<file path="config.mk">
export PLATFORM = sky130hd
export DESIGN_NAME = rns_cmp_pipe
export DESIGN_NICKNAME = d
export VERILOG_FILES = /design/src/rtl/rns_cmp_pipe.sv
export SDC_FILE = /design/constraint.sdc
export NUM_CORES = 1
export LEC_CHECK = 0
export ABC_AREA = 1
export BUFFER_PORTS_ARGS = -buffer_cell sky130_fd_sc_hd__buf_2
export CAP_MARGIN = 20
export CORE_ASPECT_RATIO = 0.9
export CORE_MARGIN = 2
export CORE_UTILIZATION = 49
export DETAILED_ROUTE_END_ITERATION = 6
export PLACE_DENSITY = 0.77
export SYNTH_ARGS = -nofsm -noshare
export SYNTH_HDL_FRONTEND = slang
export SYNTH_SLANG_ARGS = --single-unit
export TNS_END_PERCENT = 20
</file>
<file path="constraint.sdc">
create_clock -name clk -period 1.8 [get_ports clk]
set_clock_uncertainty 0.1 [all_clocks]
set_input_delay 0.09 -clock clk [delete_from_list [all_inputs] [get_ports clk]]
set_output_delay 0.09 -clock clk [all_outputs]
set_load 0.1 [all_outputs]
</file>
<file path="src/rtl/rns_cmp_pipe.sv">
// rtl/rns_cmp_pipe.sv - pipelined MSB-chunk-first magnitude comparator with valid/ready stream
module rns_cmp_pipe #(
    parameter int WIDTH = 6,
    parameter int CHUNK = 3,
    parameter int TAGW  = 4
) (
    input  logic             clk,
    input  logic             rst_n,
    input  logic             in_valid,
    output logic             in_ready,
    input  logic [WIDTH-1:0] a,
    input  logic [WIDTH-1:0] b,
    input  logic [2:0]       op,
    input  logic             sgn,
    input  logic [TAGW-1:0]  tag,
    output logic             out_valid,
    input  logic             out_ready,
    output logic             result,
    output logic             gt,
    output logic             eq,
    output logic             lt,
    output logic             op_err,
    output logic [TAGW-1:0]  tag_out
);

    localparam int NSTAGE = (WIDTH + CHUNK - 1) / CHUNK;
    // Stages 0..NSTAGE-2 keep full stage state; the last stage registers the resolved result.
    localparam int NMID   = (NSTAGE > 1) ? NSTAGE - 1 : 1;

    // Chunk k, right-aligned; the LSB remainder chunk is clipped at bit 0.
    function automatic logic [WIDTH-1:0] chunk_of(input logic [WIDTH-1:0] x, input int k);
        int hi;
        int lo;
        logic [WIDTH-1:0] one;
        logic [WIDTH-1:0] mask;
        hi = WIDTH - 1 - k * CHUNK;
        lo = hi - CHUNK + 1;
        if (lo < 0) begin
            lo = 0;
        end
        one  = WIDTH'(1);
        mask = (one << (hi - lo + 1)) - one;
        return (x >> lo) & mask;
    endfunction

    logic en;

    // Intermediate stage registers
    logic             mid_v_q   [NMID];
    logic             mid_dec_q [NMID];
    logic             mid_gt_q  [NMID];
    logic [2:0]       mid_op_q  [NMID];
    logic [TAGW-1:0]  mid_tag_q [NMID];
    logic [WIDTH-1:0] mid_a_q   [NMID];
    logic [WIDTH-1:0] mid_b_q   [NMID];

    // Output registers
    logic             out_valid_q;
    logic             result_q;
    logic             gt_q;
    logic             eq_q;
    logic             lt_q;
    logic             op_err_q;
    logic [TAGW-1:0]  tag_out_q;

    // Per-stage inputs and compare outputs
    logic             st_v      [NSTAGE];
    logic             st_dec_in [NSTAGE];
    logic             st_gt_in  [NSTAGE];
    logic [2:0]       st_op     [NSTAGE];
    logic [TAGW-1:0]  st_tag    [NSTAGE];
    logic [WIDTH-1:0] st_a      [NSTAGE];
    logic [WIDTH-1:0] st_b      [NSTAGE];
    logic             st_dec_d  [NSTAGE];
    logic             st_gt_d   [NSTAGE];

    logic             fin_gt_d;
    logic             fin_eq_d;
    logic             fin_lt_d;
    logic             fin_result_d;
    logic             fin_err_d;

    assign en       = !out_valid_q || out_ready;
    assign in_ready = en;

    assign out_valid = out_valid_q;
    assign result    = result_q;
    assign gt        = gt_q;
    assign eq        = eq_q;
    assign lt        = lt_q;
    assign op_err    = op_err_q;
    assign tag_out   = tag_out_q;

    // Route each stage's inputs and compare its chunk; signed mode flips the MSB once on entry.
    always_comb begin
        for (int k = 0; k < NSTAGE; k++) begin
            if (k == 0) begin
                st_v[k]      = in_valid;
                st_dec_in[k] = 1'b0;
                st_gt_in[k]  = 1'b0;
                st_op[k]     = op;
                st_tag[k]    = tag;
                st_a[k]      = a ^ {sgn, {(WIDTH-1){1'b0}}};
                st_b[k]      = b ^ {sgn, {(WIDTH-1){1'b0}}};
            end else begin
                st_v[k]      = mid_v_q[k-1];
                st_dec_in[k] = mid_dec_q[k-1];
                st_gt_in[k]  = mid_gt_q[k-1];
                st_op[k]     = mid_op_q[k-1];
                st_tag[k]    = mid_tag_q[k-1];
                st_a[k]      = mid_a_q[k-1];
                st_b[k]      = mid_b_q[k-1];
            end
            st_dec_d[k] = st_dec_in[k];
            st_gt_d[k]  = st_gt_in[k];
            if (!st_dec_in[k]) begin
                if (chunk_of(st_a[k], k) > chunk_of(st_b[k], k)) begin
                    st_dec_d[k] = 1'b1;
                    st_gt_d[k]  = 1'b1;
                end else if (chunk_of(st_a[k], k) < chunk_of(st_b[k], k)) begin
                    st_dec_d[k] = 1'b1;
                    st_gt_d[k]  = 1'b0;
                end else begin
                    st_dec_d[k] = 1'b0;
                    st_gt_d[k]  = 1'b0;
                end
            end
        end
    end

    // Resolve the last stage's ordering into the selected relation.
    always_comb begin
        fin_gt_d     = st_dec_d[NSTAGE-1] && st_gt_d[NSTAGE-1];
        fin_lt_d     = st_dec_d[NSTAGE-1] && !st_gt_d[NSTAGE-1];
        fin_eq_d     = !st_dec_d[NSTAGE-1];
        fin_err_d    = 1'b0;
        fin_result_d = 1'b0;
        case (st_op[NSTAGE-1])
            3'd0:    fin_result_d = fin_gt_d || fin_eq_d;
            3'd1:    fin_result_d = fin_gt_d;
            3'd2:    fin_result_d = fin_eq_d;
            3'd3:    fin_result_d = !fin_eq_d;
            3'd4:    fin_result_d = fin_lt_d || fin_eq_d;
            3'd5:    fin_result_d = fin_lt_d;
            default: fin_err_d    = 1'b1;
        endcase
    end

    // Valid bits and output registers: cleared by reset, advance together when enabled.
    always_ff @(posedge clk) begin
        if (!rst_n) begin
            for (int k = 0; k < NMID; k++) begin
                mid_v_q[k] <= 1'b0;
            end
            out_valid_q <= 1'b0;
            result_q    <= 1'b0;
            gt_q        <= 1'b0;
            eq_q        <= 1'b0;
            lt_q        <= 1'b0;
            op_err_q    <= 1'b0;
            tag_out_q   <= '0;
        end else if (en) begin
            for (int k = 0; k < NSTAGE - 1; k++) begin
                mid_v_q[k] <= st_v[k];
            end
            out_valid_q <= st_v[NSTAGE-1];
            result_q    <= fin_result_d;
            gt_q        <= fin_gt_d;
            eq_q        <= fin_eq_d;
            lt_q        <= fin_lt_d;
            op_err_q    <= fin_err_d;
            tag_out_q   <= st_tag[NSTAGE-1];
        end
    end

    // Intermediate datapath registers: no reset needed, their valid bits qualify them.
    always_ff @(posedge clk) begin
        if (en) begin
            for (int k = 0; k < NSTAGE - 1; k++) begin
                mid_dec_q[k] <= st_dec_d[k];
                mid_gt_q[k]  <= st_gt_d[k];
                mid_op_q[k]  <= st_op[k];
                mid_tag_q[k] <= st_tag[k];
                mid_a_q[k]   <= st_a[k];
                mid_b_q[k]   <= st_b[k];
            end
        end
    end

endmodule

</file>
==> impl_metrics.csv, run 1 <==
group,metric,value,unit
yosys,yosysSeqAreaShare,61.0,%
sta,post-route-min-period,1.70,ns
grt,grt.overflow.total,0,
floorplan,start_util,51.6,%
yosys,synth_cells,113,
floorplan,die-area,0.00268,mm²
route,via_per_inst,4.91,
yosys,netlist-cell-type-count,18,
route,route.detailed.drc,0,
worst_setup_path,cp.required,1.93,ns
power,p_per_area,900,mW/mm²
floorplan,io_pins,35,
hold_path,hp-class,"in -> reg",
floorplan,rows,16,
yosys,synth_area_leader_cell,"edfxtp_1",
power,ir_worst_vdd,0.596,mV
sta,slew_violations,0,
grt,grt_pass1_wl,3660,µm
clock_network,path_clk_slew,0.14,ns
route,drt_iter0_drc,13,
run,maxCapViolCount,0,
worst_setup_path,cp-start-kind,"flip-flop",
floorplan,die_w,54.3,µm
placed_design,dpl.cell_count,175,
clock_network,cts_max_level,1,
yosys,syn_area_per_cell,9.88,µm²
placed_design,hpwl,1610,µm
yosys,synth_nets,143,
route,via_count,957,
layout,regArea,684,µm²
worst_setup_path,worstPathMaxFanout,4,
layout,area_growth,40.0,%
layout,drive_gt1_share,28.0,%
route,drt-total-wl,2260,µm
yosys,synthesis.area,0.00112,mm²
clock_network,cts.sinks,26,
sta,hold_viol,0,
worst_setup_path,critical_path_class,"reg -> reg",
clock_network,clk_latency,0.31,ns
worst_setup_path,crit_top_cell,"nand2_1",
grt,grt_max_degree,17,
route,first_pass_iters,4,
worst_setup_path,cp.arrival,1.84,ns
layout,diodes,0,
clock_network,clockBufferDepth,2,
yosys,synth_seq_cells,26,
placed_design,io_buffers,34,
yosys,yosys.area.top_type_share,43.0,%
worst_setup_path,cp-end-kind,"flip-flop",
sta,post-route-period-util,94.7,%
floorplan,die_h,49.3,µm
worst_setup_path,worstPathCellList,"ha_4 -> nand2_1 -> nor2_4 -> nand2_1 -> nand2_1 -> nand2_1 -> inv_1 -> nand4_1 -> nand2_1 -> nand2_1",
yosys,yosys-top-cells-area,"edfxtp_1 (43%), dfxtp_1 (18%), nand2_1 (9.8%), ha_1 (6.7%), inv_1 (5.7%)",
clock_network,cts_tree,"done",
route,wl_per_cell,11.6,µm
layout,layout.cells.non_filler,195,
route,ant_nets,0,
grt,grt_pass1_vias,934,
sta,fmax,587,MHz
layout,nNetsFinal,199,
layout,multiInputGateArea,387,µm²
grt,grt_usage,18.2,%
grt,antenna_found_initial,0,
outcome,outcome,"completed",
floorplan,core,0.00216,mm²
power,leakagePower,0.750,nW
sta,hold_ws,0.111,ns
worst_setup_path,critPathMaxStageDelay,0.45,ns
sta,relSlewSlack,67.3,%
yosys,yosysWarnings,0,
clock_network,cts-root-buf,"clkbuf_4",
sta,tightest_slew,0.494,ns
clock_network,cts_buffers,3,
worst_setup_path,slowest_stage,"edfxtp_1",
placed_design,gp_congestion,0.793,
layout,fillCellCount,162,
sta,finalSetupViolCount,0,
## where the power goes
part           switching (mW)  internal [mW]
Combinational           0.251          0.108
Clock                   0.171          0.169
Sequential             0.0235          0.684
## worst paths after layout
path	start	to	slack, ns	cells after the start
min	out_ready	mid_op_q[0][1]$_DFFE_PP_	0.11	3
max reg2reg	mid_a_q[0][2]$_DFFE_PP_	result$_SDFFE_PN0P_	0.1	10
max	mid_a_q[0][2]$_DFFE_PP_	result$_SDFFE_PN0P_	0.1	10
min reg2reg	tag_out[0]$_SDFFE_PN0P_	tag_out[0]$_SDFFE_PN0P_	0.36	2
## per-stage QoR
stage / utilization, % / power [mW] / setup WS (ns) / setup TNS [ns] / cell area, µm²
after detailed placement: 61.7 / 1.04 / 0.130 / 0 / 1330
after global placement: 61.7 / 1.03 / 0.266 / 0 / 1330
after CTS: 71.3 / 1.40 / 0.00637 / 0 / 1540
after global routing: 72.3 / 1.47 / -0.00583 / -0.00583 / 1560
after floorplan: - / 0.965 / 0.0768 / 0 / 1120
final: 72.3 / 1.41 / 0.0963 / 0 / 1560
## layout make-up
cell class | count | share of cell area, %
clock buffer | 4 | 3.04
sequential | 26 | 43.8
tap | 27 | 2.16
timing repair buffer | 51 | 21.8
multi-input combinational | 69 | 24.7
inverter | 18 | 4.48
## synth_stat cells, drive strengths merged
master and count:
ha 6, nand3 9, nor2 10, nand4 2
xnor2 1, nor3 3, dfxtp 10, o21ai 3
inv 18, or2 1, nand2 29, o31ai 1
edfxtp 16, a21oi 3, xor2 1
## routing by layer
metal | track usage (%) | share of wire [%] | wire [µm]
met5 | 0 | 0 | 0
met4 | 6.25 | 2.3 | 53
met3 | 1.84 | 3.9 | 88
met2 | 31.9 | 54 | 1230
met1 | 22.3 | 39 | 890
## timing repair
item	in CTS	in global routing
endpoints found under the hold margin	18	0
buffers inserted	0	0
hold buffers	16	0
resized for setup	0	4
setup endpoints to repair	0	2
## cells in the final DEF, fill, tap and decap left out, types with 2 or more instances in the layout
master / count
a21oi_1: 2
dfxtp_1: 9
clkbuf_4: 4
dlygate4sd3_1: 16
inv_1: 17
o21ai_0: 3
buf_2: 33
nand3_1: 9
edfxtp_1: 16
nor3_1: 3
nand2_1: 29
nand4_1: 2
ha_1: 5
nor2_1: 7
nor2_2: 2
## state kept, by name, indices dropped and copies added (netlist names)
register	flops
mid_tag_q	4
tag_out	4
mid_a_q	3
mid_b_q	3
mid_op_q	3
eq	1
gt	1
lt	1
mid_dec_q	1
mid_gt_q	1
mid_v_q	1
op_err	1
out_valid	1
result	1
## cells by family (layout without fill, tap and decap cells)
group / after synthesis / in the layout / synth area share, %
AOI/OAI and AO/OA: 7 / 7 / 3.36
adders and majority gates: 6 / 6 / 6.73
DFF: 26 / 26 / 61.0
buffers and inverters: 18 / 73 / 6.05
xor gates and xnor gates: 2 / 2 / 1.57
and+or+nand+nor: 54 / 54 / 21.3
## critical path: cells and delay by family (launching register included)
family                     cells  cell delay [ns]
adders and majority gates      1             0.30
and+or+nand+nor                8             0.71
buffers and inverters          1             0.06
DFF                            1             0.45
Power figures use the tool's default switching activity.
==> run 2: changes to the inputs <==
--- a/config.mk
+++ b/config.mk
@@ -5,12 +5,13 @@
 export SDC_FILE = /design/constraint.sdc
 export NUM_CORES = 1
 export LEC_CHECK = 0
-export ABC_AREA = 1
+export ABC_CLOCK_PERIOD_IN_PS = 1800
 export BUFFER_PORTS_ARGS = -buffer_cell sky130_fd_sc_hd__buf_2
 export CAP_MARGIN = 20
 export CORE_ASPECT_RATIO = 0.9
 export CORE_MARGIN = 2
 export CORE_UTILIZATION = 49
+export CTS_CLUSTER_SIZE = 20
 export DETAILED_ROUTE_END_ITERATION = 6
 export PLACE_DENSITY = 0.77
 export SYNTH_ARGS = -nofsm -noshare
==> run 2 against run 1 <==
- the run now ends with setup timing left
- die area is 1.1% lower
- clock-buffer cell count is the same
- hold slack got worse by 0.010 ns
- largest cell class unchanged
==> impl_metrics.csv, run 2 <==
group,metric,value,unit
outcome,outcome,"complete, but fails checks",
outcome,violations,"setup timing",
sta,fmax,543,MHz
hold_path,hp-class,"in -> reg",
floorplan,die_w,54.0,µm
sta,timing.final.ws_setup,-0.0431,ns
floorplan,core,0.00216,mm²
yosys,netlist-cell-type-count,30,
placed_design,hpwl,1580,µm
route,via_count,885,
sta,hold_viol,0,
placed_design,io_buffers,34,
yosys,yosys-top-cells-area,"edfxtp_1 (44%), dfxtp_1 (18%), ha_1 (6.8%), nand2_1 (5.1%), a21boi_0 (4.8%)",
layout,final_core_util,72.0,%
grt,grt_pass1_wl,4040,µm
sta,tightest_slew,0.491,ns
grt,grt_max_degree,16,
route,drt_iter0_drc,16,
yosys,yosysWarnings,0,
yosys,synth_top_cells_by_count,"edfxtp_1 (16), nand2_1 (15), dfxtp_1 (10)",
sta,post-route-min-period,1.84,ns
placed_design,dpl.cell_count,157,
clock_network,cts-root-buf,"clkbuf_4",
grt,antenna_found_initial,0,
yosys,synth_area_leader_cell,"edfxtp_1",
sta,post-route-period-util,102,%
floorplan,die-area,0.00265,mm²
yosys,yosys.area.top_type_share,43.6,%
sta,tns,-0.0431,ns
worst_setup_path,cp.arrival,2.00,ns
placed_design,gp_congestion,0.806,
power,power,1.41,mW
worst_setup_path,r2r_slack,-0.04,ns
sta,finalSetupViolCount,1,
yosys,synth_nets,125,
clock_network,path_clk_slew,0.14,ns
layout,area_growth,41.2,%
worst_setup_path,ff2ff_path_depth,6,
layout,layout.cells.non_filler,177,
worst_setup_path,timing.rr.end,"result$_SDFFE_PN0P_",
route,route.detailed.drc,0,
clock_network,cts.sinks,26,
worst_setup_path,cp.required,1.96,ns
layout,diodes,0,
clock_network,cts_tree,"done",
clock_network,clk_latency,0.32,ns
run,maxCapViolCount,0,
worst_setup_path,rr_startpoint,"mid_a_q[0][1]$_DFFE_PP_",
worst_setup_path,worstPathMaxFanout,3,
route,ant_nets,0,
grt,grt_usage,21.1,%
layout,nNetsFinal,181,
layout,mostFrequentLayoutCells,"buf_2 (34), edfxtp_1 (16), nand2_1 (15), dlygate4sd3_1 (15), dfxtp_1 (9)",
yosys,synthesis.area,0.00110,mm²
route,via_per_inst,5.00,
yosys,yosysMostFrequentCell,"edfxtp_1",
yosys,ys.flop_type,"edfxtp_1",
floorplan,start_util,51.0,%
grt,grt_pass1_vias,987,
power,ir_worst_vdd,0.560,mV
sta,slew_violations,0,
worst_setup_path,cp-start-kind,"flip-flop",
floorplan,rows,16,
clock_network,cts_buffers,3,
route,first_pass_iters,5,
power,leakagePower,0.699,nW
yosys,synth_seq_cells,26,
grt,grt.overflow.total,0,
floorplan,io_pins,35,
route,drt-total-wl,2400,µm
yosys,synth_edf_count,16,
yosys,yosysSeqAreaShare,61.7,%
yosys,async_flop_share,0,%
sta,relSlewSlack,67.5,%
worst_setup_path,timing.critical_path.from,"mid_a_q[0][1]$_DFFE_PP_",
sta,rsz0062_at_grt,"yes",
layout,drive_gt1_share,32.0,%
layout,layout_commonest_cell,"buf_2",
power,p_per_area,905,mW/mm²
clock_network,clockBufferDepth,2,
worst_setup_path,critical_path_class,"reg -> reg",
worst_setup_path,crit_path_end,"result$_SDFFE_PN0P_",
worst_setup_path,cp-end-kind,"flip-flop",
route,wl_per_cell,13.5,µm
yosys,synth_cells,95,
floorplan,die_h,49.0,µm
clock_network,cts_max_level,1,
yosys,syn_area_per_cell,11.6,µm²
==> run 2: through the flow <==
step,hold slack (ns),setup WS [ns],area (µm²)
final,0.101,-0.0431,1560
after global routing,0.127,-0.111,1560
after CTS,0.0933,-0.0223,1550
after detailed placement,0.168,-0.0423,1330
after global placement,0.166,0.0550,1330
after floorplan,0.0889,0.0614,1110
==> run 2: area by class of cell <==
cell class | count | area (µm²)
fill | 170 | 606
clock buffer | 4 | 47.5
timing repair buffer | 54 | 358
sequential | 26 | 684
multi-input combinational | 58 | 403
inverter | 8 | 30.0
tap | 27 | 33.8
==> run 2: logic make-up after synthesis <==
| group | count (synthesis) | share of synthesized area, % |
|---|---|---|
| simple gates | 29 | 12.0 |
| flops | 26 | 61.7 |
| compound gates | 20 | 12.9 |
| buf+inv | 11 | 3.97 |
| fa+ha+maj | 6 | 6.81 |
| xor+xnor | 2 | 1.59 |
| mux | 1 | 0.908 |
==> run 2: worst max-delay path: stages (launching register included) <==
cell      delay, ns
edfxtp_1       0.45
ha_4           0.32
nand2b_4       0.05
a211o_1        0.27
o21a_1         0.19
o311a_1        0.29
o22ai_1        0.11
==> run 2: where the power goes <==
| part | leakage, nW | total [mW] | switching, mW | internal [mW] |
|---|---|---|---|---|
| Combinational | 0.423 | 0.362 | 0.245 | 0.117 |
| Sequential | 0.250 | 0.706 | 0.0218 | 0.684 |
| Clock | 0.0261 | 0.340 | 0.170 | 0.170 |
| Total | 0.699 | 1.41 | 0.437 | 0.971 |
==> run 2: layer usage <==
metal	share of wire, %	GRT usage (%)	vias to the layer above
met1	41	24.4	415
met5	0	0	-
met2	55	37.4	20
met4	0.79	9.17	0
li1	-	-	448
met3	3.0	2.76	2
==> run 2: how the worst min path moves through the flow <==
stage	cells past startpoint	startpoint	slack [ns]	to
after floorplan	0	a[0]	0.09	mid_a_q[0][0]$_DFFE_PP_
after global placement	1	b[1]	0.17	mid_b_q[0][1]$_DFFE_PP_
after detailed placement	1	b[2]	0.17	mid_b_q[0][2]$_DFFE_PP_
after CTS	5	out_ready	0.09	tag_out[1]$_SDFFE_PN0P_
after global routing	3	b[3]	0.13	mid_gt_q[0]$_DFFE_PP_
final	5	out_ready	0.10	tag_out[0]$_SDFFE_PN0P_
==> run 2: what timing repair did <==
| action | 4_1_cts | 5_1_grt |
|---|---|---|
| endpoints found under the setup margin | 1 | 2 |
| endpoints found under the hold margin | 23 | 0 |
| setup buffers | 1 | 0 |
| pin swaps | 2 | 0 |
| gates resized for setup | 2 | 1 |
| hold buffers | 15 | 0 |
